## src/rtl/sfr_slave_regfile.sv

```systemverilog
// sfr_slave_regfile: target end of the SFR bus. Decodes sfraddr/sfr_page_sel
// against a paged register bank, completes each access after WAIT_STATES
// wait cycles with a one-cycle sfrack, and exports all registers flat.
// Optional build macro SFR_SLAVE_WP_EN: register 0 of the last page becomes
// a lock register; while its bit0 is set, writes to every other register
// are acknowledged but dropped.
module sfr_slave_regfile #(
   parameter int                    ADDR_WIDTH  = 8,
   parameter int                    DATA_WIDTH  = 8,
   parameter int                    PAGE_NUM    = 2,
   parameter int                    REG_NUM     = 16,
   parameter logic [ADDR_WIDTH-1:0] BASE_ADDR   = 8'h80,
   parameter int                    WAIT_STATES = 1,
   parameter logic [DATA_WIDTH-1:0] RESET_VALUE = '0,
   localparam int PAGE_W = (PAGE_NUM > 1) ? $clog2(PAGE_NUM) : 1,
   localparam int IDX_W  = (PAGE_NUM * REG_NUM > 1) ? $clog2(PAGE_NUM * REG_NUM) : 1
) (
   input  logic                               clk,
   input  logic                               rst,
   input  logic [ADDR_WIDTH-1:0]              sfraddr,
   input  logic                               sfrwe,
   input  logic [DATA_WIDTH-1:0]              sfrdatao,
   input  logic                               sfroe,
   input  logic [PAGE_W-1:0]                  sfr_page_sel,
   output logic                               sfrack,
   output logic [DATA_WIDTH-1:0]              sfrdatai,
   output logic [PAGE_NUM*REG_NUM*DATA_WIDTH-1:0] reg_out,
   output logic                               wr_strobe,
   output logic [IDX_W-1:0]                   wr_index,
   output logic                               protocol_err
);

   localparam int NREGS = PAGE_NUM * REG_NUM;
   localparam int OFF_W = (REG_NUM > 1) ? $clog2(REG_NUM) : 1;

   // Widened by one bit so BASE_ADDR+REG_NUM past the top of the address
   // space still yields a correct upper bound.
   localparam logic [ADDR_WIDTH:0] BASE_EXT  = {1'b0, BASE_ADDR};
   localparam logic [ADDR_WIDTH:0] LIMIT_EXT = BASE_EXT + (ADDR_WIDTH + 1)'(REG_NUM);

   // Counter value at which the last wait cycle is reached.
   localparam logic [3:0] WAIT_LAST = (WAIT_STATES == 0) ? 4'd0 : 4'(WAIT_STATES - 1);

`ifdef SFR_SLAVE_WP_EN
   localparam logic [IDX_W-1:0] LOCK_IDX = IDX_W'((PAGE_NUM - 1) * REG_NUM);
`endif

   typedef enum logic [1:0] {
      IDLE = 2'd0,
      WAIT = 2'd1,
      ACK  = 2'd2,
      GAP  = 2'd3
   } state_t;

   state_t state;
   state_t state_next;

   logic [DATA_WIDTH-1:0] regs [NREGS];

   // Request decode
   logic [ADDR_WIDTH:0] addr_ext;
   logic                addr_hit;
   logic                page_ok;
   logic                req_hit;
   logic [OFF_W-1:0]    in_offset;
   logic [IDX_W-1:0]    in_index;

   // Captured request
   logic [IDX_W-1:0]      cap_index;
   logic [DATA_WIDTH-1:0] cap_data;
   logic                  cap_we;
   logic                  cap_oe;

   // Request as seen by the commit logic (live inputs when capture and ack coincide)
   logic [IDX_W-1:0]      acc_index;
   logic [DATA_WIDTH-1:0] acc_data;
   logic                  acc_we;
   logic                  acc_oe;
   logic                  write_ok;

   logic [3:0] wait_cnt;
   logic       capture;
   logic       enter_ack;

   assign addr_ext  = {1'b0, sfraddr};
   assign addr_hit  = (addr_ext >= BASE_EXT) && (addr_ext < LIMIT_EXT);
   assign page_ok   = int'(sfr_page_sel) < PAGE_NUM;
   assign req_hit   = (sfrwe | sfroe) & addr_hit & page_ok;
   assign in_offset = OFF_W'(sfraddr - BASE_ADDR);
   assign in_index  = IDX_W'(int'(sfr_page_sel) * REG_NUM + int'(in_offset));

   assign acc_index = capture ? in_index : cap_index;
   assign acc_data  = capture ? sfrdatao : cap_data;
   assign acc_we    = capture ? sfrwe    : cap_we;
   assign acc_oe    = capture ? sfroe    : cap_oe;

`ifdef SFR_SLAVE_WP_EN
   assign write_ok = acc_we & ~acc_oe & (~regs[LOCK_IDX][0] | (acc_index == LOCK_IDX));
`else
   assign write_ok = acc_we & ~acc_oe;
`endif

   // FSM state register
   always_ff @(posedge clk or negedge rst) begin
      if (!rst) begin
         state <= IDLE;
      end else begin
         state <= state_next;
      end
   end

   // FSM next-state: capture in IDLE, count waits, single ACK, single GAP
   always_comb begin
      state_next = state;
      capture    = 1'b0;
      enter_ack  = 1'b0;
      case (state)
         IDLE: begin
            if (req_hit) begin
               capture = 1'b1;
               if (WAIT_STATES == 0) begin
                  state_next = ACK;
                  enter_ack  = 1'b1;
               end else begin
                  state_next = WAIT;
               end
            end
         end
         WAIT: begin
            if (wait_cnt == WAIT_LAST) begin
               state_next = ACK;
               enter_ack  = 1'b1;
            end
         end
         ACK:     state_next = GAP;
         GAP:     state_next = IDLE;
         default: state_next = IDLE;
      endcase
   end

   // Wait-state counter, cleared on capture and advanced while waiting
   always_ff @(posedge clk or negedge rst) begin
      if (!rst) begin
         wait_cnt <= 4'd0;
      end else if (capture) begin
         wait_cnt <= 4'd0;
      end else if (state == WAIT) begin
         wait_cnt <= wait_cnt + 4'd1;
      end
   end

   // Request capture; later changes on the bus are ignored until the next IDLE
   always_ff @(posedge clk or negedge rst) begin
      if (!rst) begin
         cap_index <= '0;
         cap_data  <= '0;
         cap_we    <= 1'b0;
         cap_oe    <= 1'b0;
      end else if (capture) begin
         cap_index <= in_index;
         cap_data  <= sfrdatao;
         cap_we    <= sfrwe;
         cap_oe    <= sfroe;
      end
   end

   // Response pulses registered on entry to ACK so they are visible during ACK
   always_ff @(posedge clk or negedge rst) begin
      if (!rst) begin
         sfrack       <= 1'b0;
         wr_strobe    <= 1'b0;
         wr_index     <= '0;
         protocol_err <= 1'b0;
         sfrdatai     <= '0;
      end else begin
         sfrack       <= enter_ack;
         wr_strobe    <= enter_ack & write_ok;
         protocol_err <= capture & sfrwe & sfroe;
         if (enter_ack) begin
            if (acc_we & acc_oe) begin
               sfrdatai <= '0;
            end else if (acc_oe) begin
               sfrdatai <= regs[acc_index];
            end
            if (write_ok) begin
               wr_index <= acc_index;
            end
         end
      end
   end

   // Register bank: a write commits on entry to ACK, so reads issued later see it
   always_ff @(posedge clk or negedge rst) begin
      if (!rst) begin
         for (int i = 0; i < NREGS; i++) begin
            regs[i] <= RESET_VALUE;
         end
      end else if (enter_ack && write_ok) begin
         regs[acc_index] <= acc_data;
      end
   end

   // Flat export, page-major with register 0 in the least significant bits
   genvar g;
   generate
      for (g = 0; g < NREGS; g++) begin : g_export
         assign reg_out[g*DATA_WIDTH +: DATA_WIDTH] = regs[g];
      end
   endgenerate

endmodule

```

## config.mk

```make
export PLATFORM = sky130hd
export DESIGN_NAME = sfr_slave_regfile
export DESIGN_NICKNAME = d
export VERILOG_FILES = /design/src/rtl/sfr_slave_regfile.sv
export SDC_FILE = /design/constraint.sdc
export NUM_CORES = 1
export LEC_CHECK = 0
export CAP_MARGIN = 10
export CORE_MARGIN = 3
export CORE_UTILIZATION = 50
export CTS_BUF_LIST = sky130_fd_sc_hd__clkbuf_2
export DETAILED_ROUTE_END_ITERATION = 12
export PLACE_DENSITY_LB_ADDON = 0.1
export SETUP_SLACK_MARGIN = 0.15
export SLEW_MARGIN = 10
export SYNTH_ARGS = -nofsm -noshare
export SYNTH_HDL_FRONTEND = slang
export SYNTH_SLANG_ARGS = --single-unit
```

## constraint.sdc

```tcl
create_clock -name clk -period 5.1 [get_ports clk]
set_input_delay 1.275 -clock clk [delete_from_list [all_inputs] [get_ports clk]]
set_output_delay 1.275 -clock clk [all_outputs]
set_load 0.03 [all_outputs]
```

==> results of run 1 <==
[through the flow]
step                hold slack [ps]  worst slack, ps
finish                          402             1010
CTS                             403             1200
global route                    407              981
detailed placement              497              287
global placement                481              371
floorplan                       475             1680
[state kept, by name, indices dropped and copies added, names as in the netlist]
name,flops
cap_data,8
sfrack,1
cap_index,5
sfrdatai,8
state,2
protocol_err,1
wr_strobe,1
cap_oe,1
reg_out,256
wr_index,5
cap_we,1
wait_cnt,4
[where the power goes]
part / switching, mW / internal [mW] / leakage, nW
clock network: 0.978 / 0.722 / 0.524
registers: 0.201 / 2.48 / 4.05
logic: 2.01 / 0.784 / 3.02
total: 3.19 / 3.98 / 7.60
[logic make-up (layout without fill, tap and decap cells)]
| family | after synthesis | after routing | synth area share |
|---|---|---|---|
| compound gates | 417 | 417 | 0.180 |
| xor+xnor | 3 | 3 | 0.00190 |
| fa+ha+maj | 5 | 5 | 0.00452 |
| buf+inv | 137 | 493 | 0.0532 |
| flops | 293 | 293 | 0.530 |
| mux | 49 | 49 | 0.0364 |
| other cells | 0 | 1 | 0 |
| simple gates | 560 | 560 | 0.194 |
[layout make-up]
type / count / area [sq um] / share of cell area
sequential: 293 / 7330 / 0.410
multi-input combinational: 1034 / 5880 / 0.329
timing repair buffer: 345 / 3400 / 0.190
clock buffer: 110 / 551 / 0.0308
tap: 372 / 465 / 0.0260
clock inverter: 18 / 155 / 0.00868
inverter: 20 / 85.1 / 0.00476
antenna: 1 / 2.50 / 0.000140
[synthesized netlist by cell type (all sizes together) (2+ instances only)]
cell / count / area (sq um)
dfrtp: 293 / 7330
nand2: 289 / 1090
o21ai: 170 / 858
nor2: 150 / 568
a21oi: 123 / 623
buf: 69 / 469
clkbuf: 48 / 184
mux2i: 39 / 390
nand4: 27 / 205
a32oi: 26 / 228
nand3: 25 / 125
a211oi: 22 / 165
a31oi: 21 / 138
and3: 21 / 131
inv: 20 / 82.6
nor4: 19 / 329
mux2: 10 / 113
a21boi: 8 / 63.8
o31ai: 8 / 60.1
or4: 8 / 60.1
a2111oi: 7 / 67.6
ha: 5 / 62.6
o21a: 5 / 37.5
nand2b: 4 / 25.0
a31o: 3 / 26.3
nand3b: 3 / 22.5
nor2b: 3 / 18.8
nor3: 3 / 20.0
o2111ai: 3 / 26.3
o22ai: 3 / 18.8
nor3b: 2 / 20.0
nor4b: 2 / 32.5
o221a: 2 / 22.5
o32ai: 2 / 17.5
o41ai: 2 / 17.5
or4b: 2 / 20.0
xor2: 2 / 17.5
[cell usage in the layout, fill, tap and decap left out, drive strengths merged, types with 10 or more instances in the layout]
| cell | n |
|---|---|
| nand4 | 27 |
| dfrtp | 293 |
| nor4 | 19 |
| a31oi | 21 |
| o21ai | 170 |
| clkbuf | 110 |
| buf | 53 |
| inv | 20 |
| clkdlybuf4s50 | 291 |
| mux2 | 10 |
| nor2 | 150 |
| clkinv | 14 |
| nand2 | 289 |
| nand3 | 25 |
| a21oi | 123 |
| mux2i | 39 |
| a211oi | 22 |
| a32oi | 26 |
| and3 | 21 |
[final timing paths]
path	endpoint	slack [ps]	start
setup / recovery	sfrdatai[3]	1010	sfraddr[4]
hold / removal	reg_out[215]	400	rst
setup reg to reg	sfrdatai[3]	1670	state[0]
hold reg to reg	reg_out[177]	510	reg_out[177]
max in group asynchronous	reg_out[177]	3540	rst
min in group clk	reg_out[177]	510	reg_out[177]
[metal layers]
layer,share of wire,vias up,global-route usage
met2,0.45,898,0.554
met4,0.049,2,0.178
met1,0.39,6529,0.504
met3,0.11,155,0.0903
met5,0.00024,-,0
li1,-,5823,-
==> run_results.csv, run 1 <==
group,metric,value,unit
grt,grt_overflow_total,0,
clocking,htreeDepth,3,
floorplan,num_io_pins,293,
grt,grt_max_degree,96,
sta,slew_viol_final,0,
clocking,post_cts_buffers,0,
run_status,status,"complete, no violations",
logic_synthesis,synth_ff_type,"dfrtp_1",
logic_synthesis,synth-seq-cells,293,
clocking,clk_pin_slew,100,ps
clocking,cts_tree,"done",
worst_setup_path,critPathKind,"in2reg",
floorplan,rows,60,
worst_setup_path,slowest_stage,"or4b_1",
floorplan,coreArea,27100,sq um
sta,fin_skew,81.5,ps
worst_setup_path,crit_chain,"clkdlybuf4s50_1 > or4b_1 > nor2_2 > buf_4 > o41ai_1 > clkdlybuf4s15_2 > a21boi_0 > a2111oi_0 > nand4_1 > a22o_1",
drt,drc,0,
cells_and_area,nFillCells,2278,
clocking,ctsLongestPathBuffers,3,
cells_and_area,syn_to_final_growth,29.3,%
floorplan,fp.dieArea,29700,sq um
floorplan,fp.dieW,172,um
drt,dr.pass1.iters,5,
worst_setup_path,cp.arrival,4840,ps
pwr,cellLeakagePower,7.60,nW
grt,grt_pass1_vias,12900,
worst_setup_path,reg2reg_depth,10,
sta,setup_tns,0,ps
place,numPortBuffers,292,
floorplan,start_util,0.510,
sta,worst-slew-pin-transition,967,ps
cells_and_area,final_nets,1797,
logic_synthesis,syn_area_per_cell,9.45,sq um
place,dp_hpwl,38500,um
place,placed_cells,2064,
worst_setup_path,cpLargestDelayFamily,"compound AO/OA/AOI/OAI gates",
logic_synthesis,synth_nets,1490,
cells_and_area,layout-drive-gt1-share,0.124,
drt,drt-initial-drc-count,1624,
logic_synthesis,syn-instance-count,1464,
grt,antenna_found_initial,2,
worst_setup_path,start_kind,"input pin",
cells_and_area,post-route-cell-area,17900,sq um
place,place_congestion,1.00,
logic_synthesis,synth_edf_count,0,
grt,grt_pass1_wl,81300,um
sta,max_freq,245,MHz
job,maxCapViolCount,0,
cells_and_area,utilization,0.660,
clocking,ctsResizeCount,0,
drt,wl_per_cell,24.9,um
worst_hold_path,hold_class,"in2async",
sta,setup_viol,0,
sta,hold_violations,0,
clocking,numClockSinks,293,
cells_and_area,finalNonFillerCells,2193,
clocking,clk-insertion-delay-late,890,ps
place,dpl_cell_area,17200,sq um
logic_synthesis,seq_area_frac_synth,0.530,
logic_synthesis,async_reset_ff_frac,1.00,
logic_synthesis,netlist-cell-type-count,74,
drt,via_per_inst,6.11,
clocking,cts_buffers,77,
sta,relSlewSlack,0.351,
clocking,cts-root-buf,"clkbuf_2",
pwr,peakVddDrop,0.000229,V
floorplan,die_h,172,um
drt,ant_nets,0,
worst_setup_path,cp_num_cells,10,
drt,num_vias,13400,
logic_synthesis,ys_warn_count,0,
worst_setup_path,crit_buf_inv,3,
pwr,power.density,401,nW/um^2
sta,period_needed,4090,ps
sta,rsz0062_at_grt,"false",
worst_setup_path,cpPeakStageDelay,800,ps
worst_setup_path,cp-end-kind,"flip-flop",
worst_setup_path,cp.required,5850,ps
sta,finalCritPeriodShare,0.801,
logic_synthesis,synth_area,13800,sq um
grt,grt.total_usage,0.368,
pwr,power.total,7.17,mW
drt,wl,54700,um
clocking,cts-hold-fix-buffers,0,
worst_setup_path,critPathMaxFanout,14,
(Power assumes the default switching activity.)
==> inputs of run 2 (changes only) <==
clock period = 4.1 ns   (was 5.1 ns; I/O delays follow)
==> run_results.csv, run 2 (synthesis gave the netlist of run 1 again) <==
group,metric,value,unit
run_status,status,"complete, no violations",
pwr,peakVddDrop,0.000322,V
sta,worst-slew-pin-transition,875,ps
worst_hold_path,hold_class,"in2async",
worst_setup_path,cp_num_cells,9,
drt,drc,0,
worst_setup_path,crit_buf_inv,2,
floorplan,fp.dieW,172,um
floorplan,fp.dieArea,29700,sq um
clocking,cts_tree,"done",
grt,grt_max_degree,112,
cells_and_area,largest_reg_flops,256,
clocking,numClockSinks,293,
drt,dr.pass1.iters,6,
clocking,cts_buffers,73,
drt,wl_per_cell,24.8,um
clocking,cts-root-buf,"clkbuf_2",
pwr,power.density,500,nW/um^2
clocking,clk_pin_slew,110,ps
clocking,htreeDepth,3,
drt,wl,55600,um
sta,worst_slack,647,ps
sta,setup_viol,0,
clocking,ctsLongestPathBuffers,3,
worst_setup_path,cp.arrival,4220,ps
grt,grt_pass1_vias,12800,
grt,grt.total_usage,0.373,
sta,max_freq,290,MHz
floorplan,start_util,0.510,
place,dp_hpwl,39400,um
worst_setup_path,critPathKind,"in2reg",
worst_setup_path,cp-end-kind,"flip-flop",
worst_setup_path,cp.required,4870,ps
worst_setup_path,reg2reg_depth,10,
drt,drt-initial-drc-count,1583,
clocking,cts-hold-fix-buffers,0,
worst_setup_path,start_kind,"input pin",
place,numPortBuffers,292,
worst_setup_path,cpLargestDelayFamily,"compound AO/OA/AOI/OAI gates",
drt,ant_nets,0,
pwr,cellLeakagePower,7.88,nW
sta,hold_violations,0,
floorplan,rows,60,
worst_setup_path,slowest_stage,"clkdlybuf4s50_1",
worst_setup_path,r2r_slack,710,ps
clocking,clk-insertion-delay-late,870,ps
worst_setup_path,crit_chain,"clkdlybuf4s50_1 > o21a_1 > nand2_4 > buf_4 > mux2_2 > nand4_1 > a31oi_1 > o2111ai_1 > o31ai_1",
cells_and_area,layout_commonest_cell,"dfrtp_1",
worst_setup_path,critPathMaxFanout,21,
grt,grt_pass1_wl,81800,um
place,preCtsSetupSlack,-102,ps
sta,rsz0062_at_grt,"false",
cells_and_area,layout-drive-gt1-share,0.147,
grt,antenna_found_initial,1,
cells_and_area,post-route-cell-area,18300,sq um
cells_and_area,mostFrequentLayoutCells,"dfrtp_1 (293), clkdlybuf4s50_1 (291), nand2_1 (288), nor2_1 (148), o21ai_0 (137)",
cells_and_area,syn_to_final_growth,32.7,%
drt,via_per_inst,6.03,
clocking,ctsResizeCount,0,
clocking,post_cts_buffers,0,
sta,slew_viol_final,0,
floorplan,coreArea,27100,sq um
place,dpl_cell_area,17700,sq um
sta,finalCritPeriodShare,0.842,
pwr,power.total,9.16,mW
sta,setup_tns,0,ps
worst_setup_path,cpPeakStageDelay,660,ps
floorplan,num_io_pins,293,
job,maxCapViolCount,0,
cells_and_area,nFillCells,2228,
grt,grt_overflow_total,0,
sta,period_needed,3450,ps
floorplan,die_h,172,um
cells_and_area,final_nets,1848,
sta,fin_skew,112,ps
drt,num_vias,13500,
sta,relSlewSlack,0.416,
place,place_congestion,0.984,
-- run 2: changes by cell type in the layout (fill, tap and decap cells not counted), sizes merged --
cell | previous run | this run
clkdlybuf4s15 | 1 | 0
buf | 53 | 109
inv | 20 | 22
clkinv | 14 | 13
clkbuf | 110 | 102
bufinv | 3 | 1
-- run 2: final timing paths --
check | start | to
max in group asynchronous | rst | reg_out[47]
min | rst | reg_out[12]
min in group clk | reg_out[10] | reg_out[10]
min reg2reg | reg_out[10] | reg_out[10]
max reg2reg | state[0] | sfrdatai[7]
max | sfrwe | sfrdatai[7]
-- run 2: layout make-up --
class	instances	area, sq um	area share
clock buffer	102	510	0.0278
inverter	20	85.1	0.00464
clock inverter	17	100	0.00546
multi-input combinational	1034	5880	0.321
antenna	1	2.50	0.000136
timing repair buffer	400	3960	0.216
sequential	293	7330	0.400
tap	372	465	0.0254
-- run 2: routing by layer --
layer | vias to the layer above | wire length [um] | track usage
met4 | 0 | 2790 | 0.176
met2 | 894 | 25100 | 0.564
li1 | 5912 | - | -
met5 | - | 0 | 0
met1 | 6548 | 21800 | 0.516
met3 | 152 | 5950 | 0.0818
-- run 2: where the power goes --
group | total [mW] | switching, mW | internal, mW
clock | 1.91 | 1.19 | 0.724
sequential | 3.32 | 0.243 | 3.08
combinational | 3.93 | 2.68 | 1.25
total | 9.16 | 4.11 | 5.05
-- run 2: per-stage QoR --
stage,util,hold WS [ps],cells
final,0.677,224,2239
after global placement,0.654,485,2119
after global routing,0.677,245,2239
after detailed placement,0.654,498,2119
after floorplan,-,475,1464
after CTS,0.677,232,2238
-- run 2: worst register-to-register path, delay by kind of cell (launching register included) --
kind	cells	cell delay [ps]
DFF	1	420
muxes	1	290
buffers and inverters	2	420
AOI/OAI and AO/OA	4	1360
adders and majority gates	1	270
and+or+nand+nor	2	540
==> inputs of run 3 (changes only) <==
clock period = 3.5 ns   (was 4.1 ns; I/O delays follow)
==> run_results.csv, run 3 (synthesis gave the netlist of run 1 again) <==
group,metric,value,unit
cells_and_area,multi_input_area,5890,sq um
sta,setup_viol,0,
clocking,post_cts_buffers,0,
clocking,ctsLongestPathBuffers,3,
cells_and_area,layout-drive-gt1-share,0.176,
pwr,switching_share,0.438,
floorplan,fp.dieArea,29700,sq um
clocking,cts_buffers,73,
grt,grt_pass1_wl,84200,um
sta,finalCritPeriodShare,0.879,
floorplan,num_io_pins,293,
cells_and_area,syn_to_final_growth,38.1,%
pwr,p_sw,4.91,mW
worst_setup_path,cp.required,4280,ps
sta,worst-slew-pin-transition,852,ps
clocking,numClockSinks,293,
pwr,combPwrFrac,0.449,
grt,grt.total_usage,0.383,
place,numPortBuffers,292,
floorplan,start_util,0.510,
worst_setup_path,critPathKind,"reg2reg",
pwr,intPower,6.30,mW
cells_and_area,seqCellArea,7330,sq um
sta,slew_viol_final,0,
cells_and_area,layout_commonest_cell,"dfrtp_1",
worst_hold_path,hold_class,"reg2reg",
floorplan,rows,60,
clocking,cts-root-buf,"clkbuf_2",
sta,period_needed,3080,ps
pwr,power.density,587,nW/um^2
cells_and_area,nFillCells,2123,
drt,num_vias,13900,
drt,dr.pass1.iters,5,
drt,wl_per_cell,24.9,um
pwr,peakVddDrop,0.000321,V
worst_setup_path,cp.arrival,3860,ps
floorplan,fp.dieW,172,um
place,dp_hpwl,41600,um
drt,drt-initial-drc-count,1554,
sta,setup_tns,0,ps
grt,grt_pass1_vias,13400,
run_status,status,"complete, no violations",
cells_and_area,largest_reg_flops,256,
cells_and_area,final_nets,1917,
job,maxCapViolCount,0,
pwr,seqPwrFrac,0.348,
cells_and_area,mostFrequentLayoutCells,"dfrtp_1 (293), clkdlybuf4s50_1 (291), nand2_1 (288), nor2_1 (148), buf_4 (140)",
floorplan,die_h,172,um
clocking,clk-insertion-delay-late,890,ps
pwr,clockPowerShare,0.203,
place,place_congestion,1.03,
sta,max_freq,325,MHz
cells_and_area,utilization,0.705,
drt,wl,57400,um
floorplan,coreArea,27100,sq um
clocking,cts_tree,"done",
pwr,power.total,11.2,mW
worst_setup_path,critPathMaxFanout,11,
place,placed_cells,2187,
grt,antenna_found_initial,2,
clocking,htreeDepth,3,
sta,fin_skew,66.3,ps
worst_setup_path,cp-end-kind,"flip-flop",
cells_and_area,finalNonFillerCells,2309,
sta,relSlewSlack,0.427,
grt,grt_max_degree,88,
worst_setup_path,start_kind,"flip-flop",
drt,ant_nets,0,
sta,hold_violations,0,
sta,whs,512,ps
pwr,cellLeakagePower,8.29,nW
clocking,clk_pin_slew,110,ps
drt,drc,0,
grt,grt_overflow_total,0,
sta,rsz0062_at_grt,"false",
drt,via_per_inst,6.03,
==> run 3: path summary, 6_finish.rpt <==
kind / from / to / slack [ps] / cells after the start
setup / recovery: state[1] / sfrdatai[3] / 420 / 11
max in group asynchronous: rst / reg_out[107] / 1990 / 3
min in group asynchronous: rst / reg_out[12] / 580 / 2
hold reg to reg: reg_out[127] / reg_out[127] / 510 / 2
setup reg to reg: state[1] / sfrdatai[3] / 420 / 11
hold / removal: reg_out[127] / reg_out[127] / 510 / 2
==> run 3: what timing repair did <==
item,in CTS,in global routing
endpoints found under the hold margin,37,0
hold buffers,1,0
endpoints found under the setup margin,0,1
resized for setup,0,1
==> run 3: layer usage <==
layer / GRT usage / routed length (um)
met1: 0.520 / 22700
met2: 0.594 / 26100
met3: 0.0844 / 5850
met4: 0.174 / 2760
met5: 0 / 0
==> run 3: power by group through the flow <==
stage	logic (mW)	registers, mW	clock network (mW)
floorplan	2.14	4.01	0
global placement	4.87	3.95	0
detailed placement	4.89	3.96	0
CTS	4.91	3.89	2.29
global route	5.21	3.92	2.48
finish	5.04	3.90	2.27
==> run 3: final cells by class <==
type / instances / share of cell area
Sequential cell: 293 / 0.384
Multi-Input combinational cell: 1034 / 0.308
Timing Repair Buffer: 469 / 0.247
Clock buffer: 100 / 0.0262
Tap cell: 372 / 0.0244
Clock inverter: 19 / 0.00609
Inverter: 20 / 0.00445
Antenna cell: 2 / 0.000262
==> run 3: worst max-delay path, stage by stage, from the launching register on <==
cell and delay [ps]:
dfrtp_1 400, inv_1 100, ha_1 270, o21a_1 250, nand2_4 150, buf_4 230, a31oi_1 200, buf_4 220
a211oi_1 130, a2111oi_1 650, nand4_1 180, a22o_1 230
==> run 3: per-stage QoR <==
step                instance area (sq um)  setup WS [ps]
CTS                                 19100            343
global placement                    18500           -525
floorplan                           13800            478
finish                              19100            422
global route                        19100            254
detailed placement                  18500           -508
